## src/rtl/imem_loader_pkg.sv

```systemverilog
// Shared types and constants for the instruction-memory byte-stream loader.
package imem_loader_pkg;

  typedef enum logic [2:0] {
    IDLE,
    LEN,
    DATA,
    CSUM,
    DONE,
    ERROR
  } state_e;

  localparam logic [7:0]  START_BYTE_DEFAULT = 8'hA5;
  localparam int unsigned MAX_LEN            = 256;
  localparam logic [8:0]  MAX_LEN_COUNT      = 9'(MAX_LEN);

endpackage

```

## src/rtl/imem_loader.sv

```systemverilog
// Framed byte-stream loader: writes instruction bytes to consecutive addresses,
// checks a trailing checksum and holds the core in reset until a clean load.
module imem_loader
  import imem_loader_pkg::*;
#(
  parameter logic [7:0] START_BYTE = START_BYTE_DEFAULT,
  parameter int         ADDR_WIDTH = 8
) (
  input  logic                  clock,
  input  logic                  reset,
  input  logic [7:0]            in_data,
  input  logic                  in_valid,
  output logic                  in_ready,
  output logic                  wr_en,
  output logic [ADDR_WIDTH-1:0] wr_addr,
  output logic [7:0]            wr_data,
  output logic                  cpu_hold,
  output logic                  load_done,
  output logic                  load_error,
  output logic [7:0]            byte_count
);

  state_e                state_q, state_d;
  logic [8:0]            remaining_q, remaining_d;
  logic [7:0]            sum_q, sum_d;
  logic                  in_ready_q, in_ready_d;
  logic                  wr_en_q, wr_en_d;
  logic [ADDR_WIDTH-1:0] wr_addr_q, wr_addr_d;
  logic [7:0]            wr_data_q, wr_data_d;
  logic                  cpu_hold_q, cpu_hold_d;
  logic                  load_done_q, load_done_d;
  logic                  load_error_q, load_error_d;
  logic [7:0]            byte_count_q, byte_count_d;

  logic                  hs;
  logic [7:0]            csum_total;

  assign hs         = in_valid && in_ready_q;
  assign csum_total = sum_q + in_data;

  always_comb begin
    state_d      = state_q;
    remaining_d  = remaining_q;
    sum_d        = sum_q;
    in_ready_d   = 1'b1;
    wr_en_d      = 1'b0;
    wr_data_d    = wr_data_q;
    // wr_addr points at the pending write and advances once that write is done
    wr_addr_d    = wr_en_q ? wr_addr_q + ADDR_WIDTH'(1) : wr_addr_q;
    cpu_hold_d   = cpu_hold_q;
    load_done_d  = load_done_q;
    load_error_d = load_error_q;
    byte_count_d = byte_count_q;

    if (hs) begin
      case (state_q)
        IDLE: begin
          if (in_data == START_BYTE) state_d = LEN;
        end
        LEN: begin
          remaining_d  = (in_data == 8'd0) ? MAX_LEN_COUNT : {1'b0, in_data};
          sum_d        = in_data;
          wr_addr_d    = '0;
          byte_count_d = 8'd0;
          state_d      = DATA;
        end
        DATA: begin
          wr_en_d      = 1'b1;
          wr_data_d    = in_data;
          sum_d        = sum_q + in_data;
          remaining_d  = remaining_q - 9'd1;
          // Modulo-256 count: 0 alongside load_done means a full 256-byte image.
          byte_count_d = byte_count_q + 8'd1;
          if (remaining_q == 9'd1) state_d = CSUM;
        end
        CSUM: begin
          if (csum_total == 8'd0) begin
            state_d     = DONE;
            cpu_hold_d  = 1'b0;
            load_done_d = 1'b1;
          end else begin
            state_d      = ERROR;
            load_error_d = 1'b1;
          end
        end
        DONE, ERROR: begin
          if (in_data == START_BYTE) begin
            state_d      = LEN;
            cpu_hold_d   = 1'b1;
            load_done_d  = 1'b0;
            load_error_d = 1'b0;
          end
        end
        default: state_d = IDLE;
      endcase
    end
  end

  always_ff @(posedge clock) begin
    if (reset) begin
      state_q      <= IDLE;
      remaining_q  <= 9'd0;
      sum_q        <= 8'd0;
      in_ready_q   <= 1'b0;
      wr_en_q      <= 1'b0;
      wr_addr_q    <= '0;
      wr_data_q    <= 8'd0;
      cpu_hold_q   <= 1'b1;
      load_done_q  <= 1'b0;
      load_error_q <= 1'b0;
      byte_count_q <= 8'd0;
    end else begin
      state_q      <= state_d;
      remaining_q  <= remaining_d;
      sum_q        <= sum_d;
      in_ready_q   <= in_ready_d;
      wr_en_q      <= wr_en_d;
      wr_addr_q    <= wr_addr_d;
      wr_data_q    <= wr_data_d;
      cpu_hold_q   <= cpu_hold_d;
      load_done_q  <= load_done_d;
      load_error_q <= load_error_d;
      byte_count_q <= byte_count_d;
    end
  end

  assign in_ready   = in_ready_q;
  assign wr_en      = wr_en_q;
  assign wr_addr    = wr_addr_q;
  assign wr_data    = wr_data_q;
  assign cpu_hold   = cpu_hold_q;
  assign load_done  = load_done_q;
  assign load_error = load_error_q;
  assign byte_count = byte_count_q;

endmodule

```

## config.mk

```make
export PLATFORM = sky130hd
export DESIGN_NAME = imem_loader
export DESIGN_NICKNAME = d
export VERILOG_FILES = /design/src/rtl/imem_loader_pkg.sv /design/src/rtl/imem_loader.sv
export SDC_FILE = /design/constraint.sdc
export NUM_CORES = 1
export LEC_CHECK = 0
export BUFFER_PORTS_ARGS = -buffer_cell sky130_fd_sc_hd__buf_2
export CAP_MARGIN = 10
export CORE_MARGIN = 1.5
export CORE_UTILIZATION = 35
export DETAILED_ROUTE_END_ITERATION = 12
export PLACE_DENSITY_LB_ADDON = 0.1
export SETUP_SLACK_MARGIN = 0.3
export SKIP_CTS_REPAIR_TIMING = 1
export SLEW_MARGIN = 20
export SYNTH_ARGS = -nofsm -noshare
export SYNTH_HDL_FRONTEND = slang
export SYNTH_SLANG_ARGS = --single-unit
```

## constraint.sdc

```tcl
create_clock -name clock -period 2.2 [get_ports clock]
set_input_delay 0.22 -clock clock [delete_from_list [all_inputs] [get_ports clock]]
set_output_delay 0.22 -clock clock [all_outputs]
set_load 0.005 [all_outputs]
```

==> results.json, run 1 <==
{
  "fp-row-count": 31,
  "dr_wl_met3_um": 254,
  "path_clk_slew_ps": 90,
  "cts_tree": "done",
  "antennaDiodeCount": 0,
  "fmax_mhz": 461,
  "grt_max_degree": 26,
  "synthFlopType": "dfxtp_1",
  "hold_path.class": "in2reg",
  "syn_area_per_cell_um2": 8.22,
  "yosysTopAreaCell": "dfxtp_1",
  "synth_edf_count": 0,
  "fin_ws_ps": 28.8,
  "power_density_nw_per_um2": 476,
  "critPathBufInv": 1,
  "first_iter_violations": 96,
  "drive_gt1_share_pct": 26.6,
  "synth_area_um2": 2650,
  "wl_met1_um": 3510,
  "hold_ws_ps": 221,
  "track_usage_pct": 18.0,
  "cts.root.buffer_cell": "clkbuf_8",
  "wirelength_um": 7240,
  "grt_pass1_vias": 2344,
  "synth_cell_type_count": 59,
  "status": "complete, no violations",
  "synth_top_cells_by_area": "dfxtp_1, nand2_1, a21oi_1",
  "fin_area_um2": 3270,
  "critical_path_class": "reg2reg",
  "clock_skew_ps": 8.66,
  "hpwl_um": 5260,
  "synth_common_cells": "dfxtp_1, nand2_1, nor2_1",
  "seq_area_frac_synth_pct": 37.1,
  "antenna_left": 0,
  "cp-end-kind": "register",
  "grt_first_pass_wirelength_um": 11800,
  "fin_crit_ps": 2170,
  "antenna_found_initial": 0,
  "die_x_um": 90.0,
  "drt_pass1_iterations": 5,
  "highest_layer": "met4",
  "dieArea_um2": 8090,
  "hold_viol": 0,
  "ys_async_sr_fraction_pct": 0,
  "yosysMostFrequentCell": "dfxtp_1",
  "pin_count": 40,
  "wl_per_cell_um": 15.3,
  "worstPathArrival_ps": 2380,
  "ys_ff_latch": 49,
  "p_total_w": 0.00155,
  "setup_viol": 0,
  "maxCapViolations": 0,
  "final_nets": 398,
  "core_um2": 7290,
  "ir_drop_v": 0.000215,
  "maxSlewViolCount": 0,
  "grt_overflow": 0,
  "gp_congestion": 0.815,
  "vias": 2526,
  "mappedNetlistNets": 345,
  "crit_family": "compound AO/OA/AOI/OAI gates",
  "yosysWarnings": 0,
  "path_cells": "ha_4, fa_2, a211o_1, and3_4, o311ai_4, nor4_2, buf_4, o311a_1",
  "syn_inst": 322,
  "clock-sinks": 49,
  "relSlewSlack_pct": 65.9,
  "initial_core_util_pct": 36.3,
  "final.setup.tns_ps": 0,
  "cts_buffers": 5,
  "syn2layout_area_growth_pct": 23.4,
  "finalCritPeriodShare_pct": 98.7,
  "post-route-drc-count": 0,
  "place_ws_ps": -31.6,
  "cpPeakStageDelay_ps": 340,
  "fill_cells": 792,
  "wl_met2_um": 3400,
  "via_per_inst": 5.32,
  "htreeDepth": 2,
  "worstPathRequired_ps": 2400,
  "cp_max_fo": 4,
  "place_area_um2": 3100,
  "cp_slowest_cell": "dfxtp_2",
  "die_h_um": 90.0,
  "leakage_nw": 1.30,
  "synth_top_area_share_pct": 37.1,
  "worst_pin_slew_ps": 511,
  "numPortBuffers": 39,
  "rsz0062_at_grt": "true",
  "clkLatencyLatePin_ps": 310,
  "start_kind": "register",
  "cts.path.max_buffers": 2
}
[tightest hold or removal path: stages]
cell	delay, ps
buf_2	150
nand2_1	70
a21oi_1	50
[layer usage]
metal / vias up / global-route usage (%)
met2: 51 / 29.5
met3: 8 / 3.55
met1: 1197 / 24.2
met5: - / 0
met4: 0 / 4.89
li1: 1270 / -
[sequential cells by signal (all words and copies together), names as in the netlist]
name and flops:
byte_count 8, cpu_hold 1, in_ready 1, load_done 1
load_error 1, remaining_q 9, state_q 3, sum_q 8
wr_addr 8, wr_data 8, wr_en 1
[metrics by stage]
step	cells	util, %
6_report	475	44.8
3_3_place_gp	464	42.6
5_1_grt	475	44.8
4_1_cts	472	43.7
3_5_place_dp	464	42.6
2_1_floorplan	322	-
[final timing paths]
check,end,cells past startpoint,slack [ps],startpoint
setup / recovery,load_done,8,30,sum_q[0]
hold / removal,wr_data[7],3,220,in_data[7]
setup reg to reg,load_done,8,30,sum_q[0]
hold reg to reg,wr_data[2],2,460,wr_data[2]
[report_power, final]
part	switching, W	total (W)	internal [W]
clock	0.000314	0.000542	0.000227
sequential	0.00000127	0.000889	0.000888
combinational	0.0000756	0.000123	0.0000479
[layout make-up]
cell class,count,area (µm²),area share (%)
inverter,5,18.8,0.575
timing repair buffer,63,392,12.0
clock inverter,2,13.8,0.421
sequential,49,985,30.2
clock buffer,6,72.6,2.22
tap,99,124,3.79
multi-input combinational,251,1660,50.8
[layout by cell type (no fill, tap or decap), types with 3 or more instances in the layout]
| cell type | count |
|---|---|
| dfxtp_1 | 46 |
| nand2_1 | 44 |
| nor2_1 | 39 |
| buf_2 | 39 |
| a21oi_1 | 30 |
| buf_4 | 22 |
| o21ai_0 | 15 |
| ha_1 | 10 |
| nand3_1 | 6 |
| xor2_1 | 6 |
| nor3_1 | 6 |
| inv_1 | 5 |
| nand2b_1 | 5 |
| o211ai_1 | 5 |
| nand4_1 | 5 |
| a32o_1 | 5 |
| clkbuf_8 | 5 |
| a22oi_1 | 4 |
| nor3b_1 | 3 |
| or4_1 | 3 |
| and3_1 | 3 |
| a311oi_1 | 3 |
| xnor2_1 | 3 |
| dfxtp_2 | 3 |
[kinds of logic (layout without fill, tap and decap cells)]
family	count (synthesis)	in the layout	share of synthesized area, %
mux	3	3	1.18
flops	49	49	37.1
simple gates	136	136	25.7
compound gates	90	90	22.8
xor+xnor	10	10	3.31
buf+inv	22	76	4.02
fa+ha+maj	12	12	5.96
Note: power is estimated with default switching activity, not from simulation.
==> inputs of run 2 (changes only) <==
==> constraint.sdc (replaced) <==
create_clock -name clock -period 2.2 [get_ports clock]
set_input_delay 0.33 -clock clock [delete_from_list [all_inputs] [get_ports clock]]
set_output_delay 0.33 -clock clock [all_outputs]
set_load 0.005 [all_outputs]
==> results.json, run 2 (synthesis gave the netlist of run 1 again) <==
{
  "via_per_inst": 5.30,
  "cp_max_fo": 4,
  "wirelength_um": 7290,
  "start_kind": "register",
  "drt_pass1_iterations": 4,
  "grt_first_pass_wirelength_um": 12100,
  "htreeDepth": 2,
  "rsz0062_at_grt": "true",
  "initial_core_util_pct": 36.3,
  "numPortBuffers": 39,
  "relSlewSlack_pct": 70.2,
  "antenna_found_initial": 0,
  "worst_pin_slew_ps": 447,
  "status": "complete, no violations",
  "track_usage_pct": 18.5,
  "clock-sinks": 49,
  "grt_max_degree": 31,
  "path_clk_slew_ps": 90,
  "r2r_slack_ps": 70,
  "cts_tree": "done",
  "placed_cells": 462,
  "die_x_um": 90.0,
  "worstPathRequired_ps": 2400,
  "antenna_left": 0,
  "power_density_nw_per_um2": 509,
  "setup_viol": 0,
  "fmax_mhz": 470,
  "cts.path.max_buffers": 2,
  "cp_slowest_cell": "fa_2",
  "largest_register_ffs": 9,
  "final.setup.tns_ps": 0,
  "worstPathArrival_ps": 2330,
  "leakage_nw": 1.28,
  "finalCritPeriodShare_pct": 96.7,
  "place_area_um2": 3100,
  "hold_path.class": "in2reg",
  "core_um2": 7290,
  "path_cells": "ha_4, fa_2, a211o_1, and3_4, o311ai_4, nor4_4, o311a_1",
  "vias": 2493,
  "final_common_cell": "dfxtp_1",
  "fp-row-count": 31,
  "fill_cells": 779,
  "pin_count": 40,
  "grt_pass1_vias": 2393,
  "die_h_um": 90.0,
  "hold_viol": 0,
  "top_register": "remaining_q",
  "clock_skew_ps": 5.64,
  "wl_per_cell_um": 15.5,
  "finalNonFillerCells": 470,
  "critical_path_class": "reg2reg",
  "maxSlewViolCount": 0,
  "cts.root.buffer_cell": "clkbuf_8",
  "p_total_w": 0.00165,
  "cts_buffers": 5,
  "post-route-drc-count": 0,
  "dieArea_um2": 8090,
  "cp-end-kind": "register",
  "syn2layout_area_growth_pct": 22.9,
  "hpwl_um": 5220,
  "fin_area_um2": 3250,
  "gp_congestion": 0.773,
  "drive_gt1_share_pct": 25.3,
  "final_nets": 394,
  "maxCapViolations": 0,
  "cpPeakStageDelay_ps": 350,
  "ir_drop_v": 0.000274,
  "grt_overflow": 0,
  "fin_util_pct": 44.6,
  "final_cell_mix": "dfxtp_1, nand2_1, buf_2",
  "clkLatencyLatePin_ps": 310,
  "first_iter_violations": 151,
  "antennaDiodeCount": 0,
  "fin_crit_ps": 2130
}
run 2: cell types whose count changed in the layout (fill, tap and decap cells not counted), sizes merged:
cell	previous run	this run
buf	63	59
bufinv	0	1
clkbuf	6	5
inv	6	5
run 2: routing by layer:
| metal | up-vias | GRT usage [%] | part of all wire [%] |
|---|---|---|---|
| met3 | 6 | 3.38 | 3.5 |
| met2 | 46 | 30.2 | 46 |
| met4 | 0 | 5.16 | 0.95 |
| met1 | 1169 | 25.1 | 49 |
| met5 | - | 0 | 0 |
| li1 | 1272 | - | - |
run 2: worst max-delay path: cells and delay by family, from the launching register on:
| kind | cells | cell delay [ps] |
|---|---|---|
| DFF | 1 | 340 |
| and+or+nand+nor | 2 | 290 |
| adders and majority gates | 2 | 510 |
| AOI/OAI and AO/OA | 3 | 880 |
run 2: layout make-up:
| type | count | area, µm² | area share, % |
|---|---|---|---|
| Timing Repair Buffer | 59 | 358 | 11.0 |
| Clock buffer | 5 | 68.8 | 2.12 |
| Tap cell | 99 | 124 | 3.81 |
| Inverter | 5 | 18.8 | 0.577 |
| Clock inverter | 2 | 35.0 | 1.08 |
| Multi-Input combinational cell | 251 | 1660 | 51.2 |
| Sequential cell | 49 | 983 | 30.2 |
run 2: stage by stage:
| stage | hold WS (ps) | setup WS [ps] |
|---|---|---|
| 2_1_floorplan | 449 | 170 |
| 3_5_place_dp | 444 | -74.9 |
| 3_3_place_gp | 435 | -37.0 |
| 6_report | 313 | 73.1 |
| 4_1_cts | 310 | 47.7 |
| 5_1_grt | 318 | -15.1 |
run 2: final timing paths:
| check | startpoint | endpoint | cells past startpoint |
|---|---|---|---|
| max | sum_q[0] | load_done | 7 |
| min | reset | sum_q[4] | 2 |
| max reg2reg | sum_q[0] | load_done | 7 |
| min reg2reg | load_error | load_error | 2 |
run 2: power by group:
part	internal (W)	total (W)	switching, W
Combinational	0.0000473	0.000124	0.0000763
Sequential	0.000887	0.000889	0.00000133
Clock	0.000331	0.000641	0.000310
==> inputs of run 3 (changes only) <==
--- a/config.mk
+++ b/config.mk
@@ -10,6 +10,7 @@
 export CORE_MARGIN = 1.5
 export CORE_UTILIZATION = 35
 export DETAILED_ROUTE_END_ITERATION = 12
+export GPL_TIMING_DRIVEN = 0
 export PLACE_DENSITY_LB_ADDON = 0.1
 export SETUP_SLACK_MARGIN = 0.3
 export SKIP_CTS_REPAIR_TIMING = 1
==> results.json, run 3 (synthesis gave the netlist of run 1 again) <==
{
  "status": "complete, no violations",
  "vias": 2553,
  "grt_pass1_vias": 2349,
  "worstPathRequired_ps": 2410,
  "cp_max_fo": 4,
  "syn2layout_area_growth_pct": 22.4,
  "grt_first_pass_wirelength_um": 12000,
  "cp-end-kind": "register",
  "core_um2": 7290,
  "final_nets": 397,
  "worstPathArrival_ps": 2350,
  "fin_crit_ps": 2140,
  "cp_slowest_cell": "dfxtp_2",
  "initial_core_util_pct": 36.3,
  "htreeDepth": 2,
  "final_common_cell": "dfxtp_1",
  "antenna_found_initial": 0,
  "grt_overflow": 0,
  "post-route-drc-count": 0,
  "finalCritPeriodShare_pct": 97.2,
  "pin_count": 40,
  "antenna_left": 0,
  "clock-sinks": 49,
  "cts_tree": "done",
  "hold_viol": 0,
  "relSlewSlack_pct": 61.5,
  "power_density_nw_per_um2": 491,
  "fmax_mhz": 468,
  "drt_pass1_iterations": 4,
  "via_per_inst": 5.39,
  "numPortBuffers": 38,
  "die_h_um": 90.0,
  "hpwl_um": 5320,
  "worst_pin_slew_ps": 578,
  "start_kind": "register",
  "place_area_um2": 3020,
  "clkLatencyLatePin_ps": 310,
  "die_x_um": 90.0,
  "path_cells": "ha_4, fa_2, a211o_1, and3_4, o311ai_4, nor4_4, o311a_1",
  "wirelength_um": 7270,
  "fin_area_um2": 3240,
  "leakage_nw": 1.27,
  "path_clk_slew_ps": 100,
  "setup_viol": 0,
  "cpPeakStageDelay_ps": 350,
  "drive_gt1_share_pct": 24.3,
  "critical_path_class": "reg2reg",
  "rsz0062_at_grt": "true",
  "first_iter_violations": 96,
  "cts.path.max_buffers": 2,
  "clock_skew_ps": 4.95,
  "grt_max_degree": 16,
  "top_register": "remaining_q",
  "cts_buffers": 5,
  "hold_path.class": "in2reg",
  "track_usage_pct": 18.3,
  "largest_register_ffs": 9,
  "dieArea_um2": 8090,
  "maxCapViolations": 0,
  "fp-row-count": 31,
  "ir_drop_v": 0.000264,
  "antennaDiodeCount": 0,
  "gp_congestion": 0.841,
  "maxSlewViolCount": 0,
  "final_cell_mix": "dfxtp_1, nand2_1, buf_2",
  "hold_ws_ps": 317,
  "wl_per_cell_um": 15.3,
  "cts.root.buffer_cell": "clkbuf_8"
}
[run 3: changes by cell type in the layout (fill, tap and decap cells not counted), sizes merged]
cell / previous run / this run
buf: 59 / 52
bufinv: 1 / 0
clkbuf: 5 / 16
clkinv: 1 / 2
[run 3: report_power, final]
group / switching [W] / internal (W)
clock network: 0.000334 / 0.000256
logic: 0.0000758 / 0.0000359
registers: 0.00000113 / 0.000888
[run 3: final timing paths]
check / from / endpoint / slack [ps] / cells after the start
worst max-delay path: sum_q[0] / load_done / 60 / 7
worst min-delay path: in_data[4] / wr_data[4] / 320 / 3
worst max register to register: sum_q[0] / load_done / 60 / 7
worst min register to register: wr_data[4] / wr_data[4] / 460 / 2
[run 3: cell type report]
class | count | area (µm²)
Tap cell | 99 | 124
Clock inverter | 2 | 13.8
Inverter | 5 | 18.8
Buffer | 17 | 100
Multi-Input combinational cell | 251 | 1670
Sequential cell | 49 | 983
Fill cell | 780 | 4050
Clock buffer | 6 | 82.6
Timing Repair Buffer | 45 | 243
[run 3: worst max-delay path, delay by kind of cell, from the launching register on]
family / cells / cell delay (ps)
AND/OR/NAND/NOR: 2 / 320
adder cells (fa/ha/maj): 2 / 500
flip-flops: 1 / 350
AO/OA/AOI/OAI: 3 / 880
[run 3: through the flow]
step / TNS, ps / util, % / setup WS [ps] / total power [W] / instances
after floorplan: 0 / - / 170 / 0.000973 / 322
after global placement: -497 / 41.5 / -136 / 0.00102 / 459
after detailed placement: -437 / 41.5 / -116 / 0.00102 / 459
after CTS: 0 / 42.8 / 51.8 / 0.00160 / 467
after global routing: -1.32 / 44.4 / -1.32 / 0.00164 / 474
final: 0 / 44.4 / 62.2 / 0.00159 / 474
[run 3: routing by layer]
layer / up-vias / global-route usage (%) / part of all wire (%)
met5: - / 0 / 0
met4: 0 / 5.42 / 1.1
met3: 6 / 3.21 / 3.8
met2: 41 / 29.5 / 47
met1: 1229 / 24.9 / 48
li1: 1277 / - / -
